## config.mk

```make
export PLATFORM = sky130hd
export DESIGN_NAME = project_pwm_timebase_array
export DESIGN_NICKNAME = d
export VERILOG_FILES = /design/src/rtl/project_pwm_pkg.sv /design/src/rtl/project_pwm_timebase_channel.sv /design/src/rtl/project_pwm_timebase_array.sv
export SDC_FILE = /design/constraint.sdc
export NUM_CORES = 1
export LEC_CHECK = 0
export ABC_AREA = 1
export CORE_AREA = 2 2 176 178
export CTS_CLUSTER_SIZE = 24
export DETAILED_ROUTE_END_ITERATION = 10
export DIE_AREA = 0 0 178 180
export PLACE_DENSITY = 0.86
export SKIP_CTS_REPAIR_TIMING = 1
export SYNTH_ARGS = -nofsm -noshare
export SYNTH_HDL_FRONTEND = slang
export SYNTH_SLANG_ARGS = --single-unit
export TNS_END_PERCENT = 5
```

## constraint.sdc

```tcl
create_clock -name i_clk -period 6.2 [get_ports i_clk]
set_input_delay 1.86 -clock i_clk [delete_from_list [all_inputs] [get_ports i_clk]]
set_output_delay 1.86 -clock i_clk [all_outputs]
set_load 0.1 [all_outputs]
```

## src/rtl/project_pwm_pkg.sv

```systemverilog
// Shared encodings for the PWM timebase array: counter modes and sync-out sources.
package project_pwm_pkg;

  localparam logic [1:0] MODE_UP     = 2'b00;
  localparam logic [1:0] MODE_DOWN   = 2'b01;
  localparam logic [1:0] MODE_UPDOWN = 2'b10;
  localparam logic [1:0] MODE_FREEZE = 2'b11;

  localparam logic [1:0] SYNC_ZERO = 2'b00;
  localparam logic [1:0] SYNC_PRD  = 2'b01;
  localparam logic [1:0] SYNC_CMP  = 2'b10;
  localparam logic [1:0] SYNC_OFF  = 2'b11;

endpackage

```

## src/rtl/project_pwm_timebase_channel.sv

```systemverilog
// One PWM timebase channel: counter, direction, period (optionally shadowed) and sync-out.
// Define PROJECT_PWM_SHADOW_EN to double-buffer the period register.
module project_pwm_timebase_channel
  import project_pwm_pkg::*;
#(
  parameter int WIDTH = 16
) (
  input  logic             i_clk,
  input  logic             i_reset,
  input  logic             i_en,
  input  logic [1:0]       i_mode,
  input  logic [WIDTH-1:0] i_period,
  input  logic             i_period_wr,
  input  logic [WIDTH-1:0] i_phase,
  input  logic             i_phase_en,
  input  logic             i_phase_dir,
  input  logic [1:0]       i_sync_sel,
  input  logic [WIDTH-1:0] i_sync_cmp,
  input  logic             i_sync_in,
  output logic [WIDTH-1:0] o_counter,
  output logic [WIDTH-1:0] o_counter_next,
  output logic             o_dir,
  output logic             o_zero,
  output logic             o_prd,
  output logic             o_sync
);

  localparam logic [WIDTH-1:0] ONE = {{(WIDTH-1){1'b0}}, 1'b1};

  logic [WIDTH-1:0] counter_q, counter_d;
  logic [WIDTH-1:0] period_q, period_d;
  logic             dir_q, dir_d;
  logic             sync_q, sync_d;
  logic             frozen_q, frozen_d;
  logic             hold;
  logic             phase_load;
  logic             reload;
  logic             event_hit;

  always_comb begin
    counter_d  = counter_q;
    dir_d      = dir_q;
    reload     = 1'b0;
    hold       = !i_en || (i_mode == MODE_FREEZE);
    phase_load = !hold && i_sync_in && i_phase_en;
    if (hold) begin
      counter_d = counter_q;
    end else if (phase_load) begin
      counter_d = (i_phase > period_q) ? period_q : i_phase;
      dir_d     = (i_mode == MODE_UPDOWN) ? i_phase_dir : (i_mode == MODE_DOWN);
    end else begin
      case (i_mode)
        MODE_UP: begin
          dir_d = 1'b0;
          if (counter_q >= period_q) begin
            counter_d = '0;
            reload    = 1'b1;
          end else begin
            counter_d = counter_q + ONE;
          end
        end
        MODE_DOWN: begin
          dir_d = 1'b1;
          if ((counter_q == '0) || (counter_q > period_q)) begin
            counter_d = period_q;
            reload    = 1'b1;
          end else begin
            counter_d = counter_q - ONE;
          end
        end
        default: begin
          // Up-down: turn around at P and at 0; an over-range count snaps back to P.
          if (!dir_q) begin
            if (counter_q >= period_q) begin
              counter_d = (period_q == '0) ? '0 : period_q - ONE;
              dir_d     = 1'b1;
            end else begin
              counter_d = counter_q + ONE;
            end
          end else if (counter_q == '0) begin
            counter_d = (period_q == '0) ? '0 : ONE;
            dir_d     = 1'b0;
          end else if (counter_q > period_q) begin
            counter_d = period_q;
          end else begin
            counter_d = counter_q - ONE;
          end
          reload = (counter_d == '0);
        end
      endcase
    end
  end

  always_comb begin
    case (i_sync_sel)
      SYNC_ZERO: event_hit = (counter_d == '0);
      SYNC_PRD:  event_hit = (counter_d == period_q);
      SYNC_CMP:  event_hit = (counter_d == i_sync_cmp);
      default:   event_hit = 1'b0;
    endcase
  end

  // A frozen counter sitting on the event value pulses only on its first frozen cycle.
  assign frozen_d = i_en && (i_mode == MODE_FREEZE);
  assign sync_d   = i_en && event_hit && !(frozen_d && frozen_q);

`ifdef PROJECT_PWM_SHADOW_EN
  logic [WIDTH-1:0] shadow_q, shadow_d;

  always_comb begin
    shadow_d = i_period_wr ? i_period : shadow_q;
    period_d = period_q;
    if (i_period_wr && (!i_en || reload)) begin
      period_d = i_period;
    end else if (reload) begin
      period_d = shadow_q;
    end
  end

  always_ff @(posedge i_clk or posedge i_reset) begin
    if (i_reset) begin
      shadow_q <= '0;
    end else begin
      shadow_q <= shadow_d;
    end
  end
`else
  assign period_d = i_period_wr ? i_period : period_q;
`endif

  always_ff @(posedge i_clk or posedge i_reset) begin
    if (i_reset) begin
      counter_q <= '0;
      period_q  <= '0;
      dir_q     <= 1'b0;
      sync_q    <= 1'b0;
      frozen_q  <= 1'b0;
    end else begin
      counter_q <= counter_d;
      period_q  <= period_d;
      dir_q     <= dir_d;
      sync_q    <= sync_d;
      frozen_q  <= frozen_d;
    end
  end

  assign o_counter      = counter_q;
  assign o_counter_next = counter_d;
  assign o_dir          = dir_q;
  assign o_zero         = (counter_q == '0);
  assign o_prd          = (counter_q == period_q);
  assign o_sync         = sync_q;

endmodule

```

## src/rtl/project_pwm_timebase_array.sv

```systemverilog
// Bank of PWM timebase channels with a daisy-chained sync path ch0 -> ch1 -> ... -> chN-1.
// Define PROJECT_PWM_SHADOW_EN to double-buffer every channel's period register.
module project_pwm_timebase_array
  import project_pwm_pkg::*;
#(
  parameter int CHANNELS = 3,
  parameter int WIDTH    = 16
) (
  input  logic                      i_clk,
  input  logic                      i_reset,
  input  logic [CHANNELS-1:0]       i_en,
  input  logic [2*CHANNELS-1:0]     i_mode,
  input  logic [WIDTH*CHANNELS-1:0] i_period,
  input  logic [CHANNELS-1:0]       i_period_wr,
  input  logic [WIDTH*CHANNELS-1:0] i_phase,
  input  logic [CHANNELS-1:0]       i_phase_en,
  input  logic [CHANNELS-1:0]       i_phase_dir,
  input  logic [2*CHANNELS-1:0]     i_sync_sel,
  input  logic [WIDTH*CHANNELS-1:0] i_sync_cmp,
  input  logic                      i_ext_sync,
  output logic [WIDTH*CHANNELS-1:0] o_counter,
  output logic [WIDTH*CHANNELS-1:0] o_counter_next,
  output logic [CHANNELS-1:0]       o_dir,
  output logic [CHANNELS-1:0]       o_zero,
  output logic [CHANNELS-1:0]       o_prd,
  output logic [CHANNELS-1:0]       o_sync
);

  logic [CHANNELS-1:0] sync_in;

  generate
    for (genvar gi = 0; gi < CHANNELS; gi++) begin : g_ch
      if (gi == 0) begin : g_head
        assign sync_in[gi] = i_ext_sync;
      end else begin : g_link
        assign sync_in[gi] = o_sync[gi-1];
      end

      project_pwm_timebase_channel #(
        .WIDTH(WIDTH)
      ) u_channel (
        .i_clk         (i_clk),
        .i_reset       (i_reset),
        .i_en          (i_en[gi]),
        .i_mode        (i_mode[2*gi +: 2]),
        .i_period      (i_period[gi*WIDTH +: WIDTH]),
        .i_period_wr   (i_period_wr[gi]),
        .i_phase       (i_phase[gi*WIDTH +: WIDTH]),
        .i_phase_en    (i_phase_en[gi]),
        .i_phase_dir   (i_phase_dir[gi]),
        .i_sync_sel    (i_sync_sel[2*gi +: 2]),
        .i_sync_cmp    (i_sync_cmp[gi*WIDTH +: WIDTH]),
        .i_sync_in     (sync_in[gi]),
        .o_counter     (o_counter[gi*WIDTH +: WIDTH]),
        .o_counter_next(o_counter_next[gi*WIDTH +: WIDTH]),
        .o_dir         (o_dir[gi]),
        .o_zero        (o_zero[gi]),
        .o_prd         (o_prd[gi]),
        .o_sync        (o_sync[gi])
      );
    end
  endgenerate

endmodule
```

# --- After elaboration in Yosys (flattened, before gate mapping) ---
# Cells that the tools add are included.
totals:
  wordCells: 168
  ff_bits: 105
  output_inout_bits: 108
  inputBits: 171
op_classes:
  mux: 60
  magnitude_cmp: 9
  reduce_logical: 51
  n_eq_ne: 24
  n_addsub: 9
ops:
  columns: ["cell", "count"]
  rows:
  - ["16-bit two-way mux", 33]
  - ["16-bit == test", 9]
  - ["16-bit zero test", 9]
  - ["16-bit > comparator", 6]
  - ["16-bit case mux with 2 select lines", 3]
  - ["16-bit by 1-bit subtractor with 16-bit output, second input constant", 6]
  - ["16-bit by 1-bit adder with 16-bit output, second input constant", 3]
  - ["16-bit greater-or-equal comparator", 3]
  - ["2-bit == test, second input constant", 9]
  - ["1-bit logical AND", 18]
  - ["1-bit two-way mux", 18]
  - ["2-bit by 1-bit == test with 1-bit output, second input constant", 6]
  - ["2-bit zero test", 6]
  - ["1-bit zero test", 9]
  - ["1-bit case mux with 3 select lines", 3]
  - ["1-bit logical OR", 6]
  - ["1-bit case mux with 2 select lines", 3]
  - ["2-bit OR reduction", 3]

# --- Longest topological paths before layout ---
logic_depth:
  word_depth: 12
  depth_mapped: 28
  mapped_depth_nobuf: 27

# --- Modules after synthesis ---
# A second synthesis with hierarchy kept.
unflattened:
  hier_cells: 2877
  hier_area_um2: 16470.8
by_module_without_submodules:
  columns: ["mod", "cells_per_inst", "seq_area_each_um2", "area_each_um2", "instances"]
  rows:
  - ["project_pwm_timebase_channel (g_ch[0].u_channel ...)", 962, 875.8, 5495.3, 2]
  - ["project_pwm_timebase_channel (g_ch[2].u_channel)", 953, 875.8, 5480.3, 1]

# --- Least setup slack after synthesis ---
# No wires, ideal clock.
synth_path:
  path_type: "in2out"
  start: "input port i_phase[37]"
  end: "output port o_counter_next[34]"
  stages: 13
  n_path_buf: 1
  arrival_ns: 3.991
  required_ns: 4.340
  slack_ns: 0.349
  cell_sequence: "ha_1 > a21oi_1 > nor2_1 > nor3_1 > nand2_1 > nand2_1 > nand2_1 > nand2_1 > clkbuf_1 > nand2_1 > a31oi_1 > nand2_1 > nand2_1"
synth_via:
  elab_chain_len: 4
synth_lines:
  columns: ["element", "line", "source"]
  rows:
  - ["from (decl)", "project_pwm_timebase_array.sv:15", "input logic [WIDTH*CHANNELS-1:0] i_phase,"]
  - ["16-bit > comparator", "project_pwm_timebase_channel.sv:49", "counter_d = (i_phase > period_q) ? period_q : i_phase;"]
  - ["16-bit two-way mux", "project_pwm_timebase_channel.sv:49", null]
  - ["16-bit two-way mux", "project_pwm_timebase_channel.sv:48", "end else if (phase_load) begin"]
  - ["16-bit two-way mux", "project_pwm_timebase_channel.sv:46", "if (hold) begin"]
  - ["to (decl)", "project_pwm_timebase_array.sv:22", "output logic [WIDTH*CHANNELS-1:0] o_counter_next,"]
# Every way passes these cells.

# --- Worst setup path in the final report ---
layout_path:
  start: "input port i_phase[29]"
  end: "output port o_counter_next[30]"
# Same word-level chain as after synthesis.

==> qor.yml <==
ir_worst_vdd_uv: 624.6
clock.fmax_ghz: 0.1638
tritoncts: "built"
max-clock-path-buffers: 2
power.density_cell_area_nw_per_um2: 496.8
syn_area_per_cell_um2: 5.712
number_of_i_o_port_buffers: 278
cell_types_with_the_largest_area_share_after_synthesis: "nand2_1, dfrtp_1, ha_1"
critical_path.most_common_cell: "nand2_1"
reg2reg_setup_slack_ns: 1.84
placedInstanceArea_um2: 20340
fraction_of_final_layout_cells_with_drive_strength_greater_than_1_pct: 10.11
yosysUniqueCellTypes: 54
syn-cell-area_um2: 16390
outcome: "completed"
insertion_delay_ns: 0.38
ys_dominant_reg_cell: "dfrtp_1"
firstDrtPassIters: 7
finalSetupViolCount: 0
cap_viol_max_count: 0
n_antenna_cell: 0
post-synth-top-area-cell: "nand2_1"
timing_worst_slew_pin_value_ns: 1.180
area_of_the_die_um2: 32040
max_slew_margin_pct: 21.10
yosys-top-cells-count: "nand2_1, nor2_1, inv_1"
vias_per_cell: 6.022
routed_wire_length_per_instance_um: 19.90
number_of_global_route_vias_before_repair: 20040
postSynthNetCount: 3161
place_worst_setup_slack_ns: 0.06357
worstPathMaxFanout: 17
seq_area_frac_synth_pct: 16.03
ys_async_sr_fraction_pct: 100.0
min_path_type: "register to register"
rsz0062_at_grt: "true"
synth_top_cell_area_share_pct: 22.87
setup_slack_ns: 0.09489
arrival_time_of_the_worst_setup_path_ns: 4.25
antenna_violating_nets_post_route: 0
cts_buffers: 9
static-leakage-power_nw: 10.71
die_h_um: 180
cts_sinks: 105
slowest_stage_delay_cp_ns: 0.44
post-route-drc-count: 0
post_cts_clock_slew_at_the_launch_and_capture_registers_of_the_worst_setup_and_hold_paths_ns: 0.08
finalCritPeriodShare_pct: 98.47
syn_inst: 2870
synthToLayoutAreaGrowth_pct: 26.75
drv_slew: 0
clock-skew-final_ns: 0.01202
ios: 279
globalplace.congestion: 1.037
detailroute.via_count: 21380
pin_count_of_the_biggest_net_entering_global_routing: 42
timing.critical_path.required_ns: 4.34
die_x_um: 178
synth_most_common_cell: "nand2_1"
wl_um: 70660
cts_max_level: 3
ys_ff_latch: 105
global_route_wire_length_before_repair_um: 108500
setup.worst_path.end_class: "output pin"
drt_first_iter_violations: 2678
synth_warnings: 0
grt.overflow.total: 0
setup.worst_path.start_class: "primary input"
design.core.area_um2: 30190
detailed_place_hpwl_um: 55520
floorplan.initialDensity_pct: 54.30
final_area_um2: 20780
path_cells: "clkdlybuf4s50_1 -> ha_1 -> a21oi_1 -> o21ai_0 -> nor2_1 -> nand2_1 -> nand2_1 -> buf_12 -> nand2_1 -> a31oi_2 -> nand2_1 -> nand2_4 -> buf_12"
dp.cells: 3534
num-nets-final: 3440
antenna_violations_before_repair: 1
gr-usage-all-layers_pct: 43.31
final_critical_delay_including_setup_and_external_delays_ns: 6.105
synth-edff-count: 0
timing.final.hold_violations: 0
post_layout_nonfiller_instances: 3550
critical_path.slowest_cell: "clkdlybuf4s50_1"
floorplan.rows: 64
setup.worst_path.class: "primary input to output pin"
clockRootBuffer: "clkbuf_16"
per-layer routing:
metal / part of all wire, % / wire length [µm] / up-vias / global-route usage [%]
met1: 38 / 27010 / 9608 / 58.37
met4: 4.8 / 3391 / 0 / 19.80
li1: - / - / 9785 / -
met2: 42 / 29390 / 1656 / 63.35
met5: 0 / 0 / - / 0
met3: 15 / 10870 / 329 / 12.82
worst paths after layout:
path,start,to,depth (start not counted)
max,i_phase[29],o_counter_next[30],13
min,g_ch[1].u_channel.frozen_q$_DFF_PP0_,g_ch[1].u_channel.o_sync$_DFF_PP0_,2
max reg2reg,g_ch[0].u_channel.period_q[7]$_DFFE_PP0P_,g_ch[0].u_channel.o_sync$_DFF_PP0_,22
min reg2reg,g_ch[1].u_channel.frozen_q$_DFF_PP0_,g_ch[1].u_channel.o_sync$_DFF_PP0_,2
max in group asynchronous,i_reset,g_ch[1].u_channel.period_q[8]$_DFFE_PP0P_,3
min in group asynchronous,i_reset,g_ch[1].u_channel.period_q[11]$_DFFE_PP0P_,2
power breakdown:
part / internal (mW) / switching [mW] / total (mW) / leakage (nW)
clock: 0.359 / 0.322 / 0.681 / 0.160
combinational: 2.57 / 5.85 / 8.41 / 9.24
sequential: 0.844 / 0.383 / 1.23 / 1.31
layout make-up:
type | count | area (µm²)
Fill cell | 2693 | 9410
Sequential cell | 105 | 2628
Tap cell | 396 | 495.5
Inverter | 269 | 1012
Timing Repair Buffer | 398 | 4208
Multi-Input combinational cell | 2366 | 12110
Clock buffer | 9 | 225.2
Clock inverter | 7 | 100.1
per-stage QoR:
step / power (mW) / hold WS (ns) / utilization [%] / setup TNS (ns)
6_report: 10.32 / 0.5478 / 68.83 / 0
5_1_grt: 10.92 / 0.5571 / 68.83 / -0.07120
3_3_place_gp: 9.282 / 0.5358 / 67.36 / 0
4_1_cts: 10.07 / 0.5428 / 68.44 / 0
3_5_place_dp: 9.367 / 0.5342 / 67.36 / 0
2_1_floorplan: 6.859 / 0.4942 / - / 0
cell families (layout without fill, tap and decap cells):
group,after synthesis,after routing,synth area share [%]
xor gates and xnor gates,82,82,4.381
DFF,105,105,16.03
buffers and inverters,399,683,10.75
and+or+nand+nor,1798,1798,47.34
adders and majority gates,120,120,9.159
AOI/OAI and AO/OA,366,366,12.34
layout by cell type (no fill, tap or decap), types with 3 or more instances in the layout:
cell,Yosys,layout
inv_1,247,244
nor3_1,29,29
nand2_2,28,43
buf_12,0,51
buf_4,24,116
a21oi_2,4,5
a31oi_1,43,39
xnor2_1,12,12
o21ai_1,16,16
ha_1,120,119
o31ai_1,3,3
o211ai_2,3,3
a31oi_2,0,4
nand3_1,223,223
buf_6,17,3
nand2_4,7,10
a21o_1,6,6
nand3_2,3,3
nor2_2,16,18
a21oi_1,126,125
o211ai_1,10,10
nor2_1,381,379
nand3b_1,29,29
dfrtp_1,105,105
clkinv_1,10,9
nand2_1,999,981
clkbuf_16,0,9
nor3_2,3,3
o21ai_0,145,145
inv_2,12,15
a211o_1,3,3
clkdlybuf4s50_1,0,228
nor2_4,9,9
nand4_1,52,52
xor2_1,70,70
worst max-delay path, delay by kind of cell:
family	cells	cell delay [ns]
simple gates	6	0.74
buf+inv	3	0.77
fa+ha+maj	1	0.34
compound gates	3	0.52
flip-flops by register name, indices dropped and copies added, names as in the netlist:
| name | flops |
|---|---|
| g_ch.u_channel.o_counter | 48 |
| g_ch.u_channel.o_sync | 3 |
| g_ch.u_channel.period_q | 48 |
| g_ch.u_channel.o_dir | 3 |
| g_ch.u_channel.frozen_q | 3 |
Note: power is estimated with default switching activity, not from simulation.
==> patch (same flow settings) <==
Set the parameter `CHANNELS` to 2 (it was 3).
--- a/src/rtl/project_pwm_timebase_array.sv
+++ b/src/rtl/project_pwm_timebase_array.sv
@@ -3,7 +3,7 @@
 module project_pwm_timebase_array
   import project_pwm_pkg::*;
 #(
-  parameter int CHANNELS = 3,
+  parameter int CHANNELS = 2,
   parameter int WIDTH    = 16
 ) (
   input  logic                      i_clk,
Ports: changed (15 resized); port bits go from 279 to 187. The function was not compared with the original's and may differ.
==> patch against the original RTL <==
Synthesized area down 33%; first-iteration DRC count down 45%; total power fell by 31%; final cell count decreased by 29%; critical path depth is 2 higher; cell area shrank 31%; setup slack got worse by 6.0 ps; via count decreased by 34%; sequential cell count decreased by 35; routed wire length is 25% lower; sequential share of layout area shrank 0.40 points; combinational power decreased by 33%; hold slack lost 1.2 ps; critical endpoint is now o_counter_next[23]; largest cell class unchanged; largest power group unchanged.
==> patch: results (changes against the original RTL) <==
- Via density: 5.59 (was 6.02)
- Global-route track usage on met3: 4.80% (was 12.8%)
- Met1 WL: 19300 um (was 27000 um)
- Largest cells by area after synthesis: nand2_1 (22%), dfrtp_1 (16%), ha_1 (9.1%) (was nand2_1 (23%), dfrtp_1 (16%), ha_1 (9.2%))
- DRT iter0 DRCs: 1468 (was 2678)
- Input/output buffers: 186 (was 278)
- Most common library cells after synthesis: nand2_1 (652), nor2_1 (250), inv_1 (167), nand3_1 (144), o21ai_0 (95) (was nand2_1 (999), nor2_1 (381), inv_1 (247), nand3_1 (223), o21ai_0 (145))
- GR Util met1: 38.7% (was 58.4%)
- Final hold slack: 547 ps (was 548 ps)
- Syn nets: 2112 (was 3161)
- FF-to-FF setup slack: 2130 ps (was 1840 ps)
- Dpl cells: 2507 (was 3534)
- DP Worst Slack: -15.9 ps (was 63.6 ps)
- Dpl cell area: 13900 um^2 (was 20300 um^2)
- RR Startpoint: g_ch[1].u_channel.period_q[11] (was g_ch[0].u_channel.period_q[7])
- Max IR drop VDD: 0.368 mV (was 0.625 mV)
- Via count: 14100 (was 21400)
- Slew headroom: 26.0% (was 21.1%)
- Static Leak: 7.24 nW (was 10.7 nW)
- Gr usage total: 32.7% (was 43.3%)
- Detail Route met3 WL: 4980 um (was 10900 um)
- Status: finished, final reports clean (unchanged)
- Xor/xnor cell area share of the yosys netlist: 4.55% (was 4.38%)
- Internal power: 0.00263 W (was 0.00377 W)
- R2R cell count: 25 (was 22)
- Nets: 2318 (was 3440)
- Distinct cells, synth: 44 (was 54)
- Tmin final: 6110 ps (about the same)
- Layout cells sized above 1: 11.8% (was 10.1%)
- Adder-cell share of the synthesized area: 9.11% (was 9.16%)
- Crit-path max FO: 5 (was 17)
- R2r endpoint: g_ch[1].u_channel.o_sync (was g_ch[0].u_channel.o_sync)
- DR pass1 iterations: 6 (was 7)
- Pin count of the biggest net entering global routing: 48 (was 42)
- Clk_skew: 13.7 ps (was 12.0 ps)
- Grt met2 use: 53.2% (was 63.3%)
- Global placer's final weighted congestion: 1.08 (was 1.04)
- Clock latency on the worst-skew pair: 360 ps (was 380 ps)
[patch: changes by cell type after synthesis, moves of 40 or more]
cell     before  now
inv_1       247  167
ha_1        120   80
nand2_1     999  652
nand3_1     223  144
nor2_1      381  250
a21oi_1     126   86
o21ai_0     145   95
[patch: power by group through the flow]
stage	sequential, W	clock, W	combinational (W)
after floorplan	0.00137	0	0.00320
after global placement	0.000874	0	0.00545
after detailed placement	0.000870	0	0.00548
after CTS	0.000861	0.000600	0.00551
after global routing	0.000879	0.000620	0.00597
final	0.000873	0.000602	0.00563
[patch: cell type report]
cell class | count | area [um^2] | share of cell area [%]
Clock inverter | 4 | 70.1 | 0.490
Clock buffer | 11 | 253 | 1.77
Sequential cell | 70 | 1750 | 12.2
Timing Repair Buffer | 275 | 2890 | 20.2
Inverter | 193 | 731 | 5.11
Tap cell | 396 | 495 | 3.46
Multi-Input combinational cell | 1574 | 8110 | 56.7
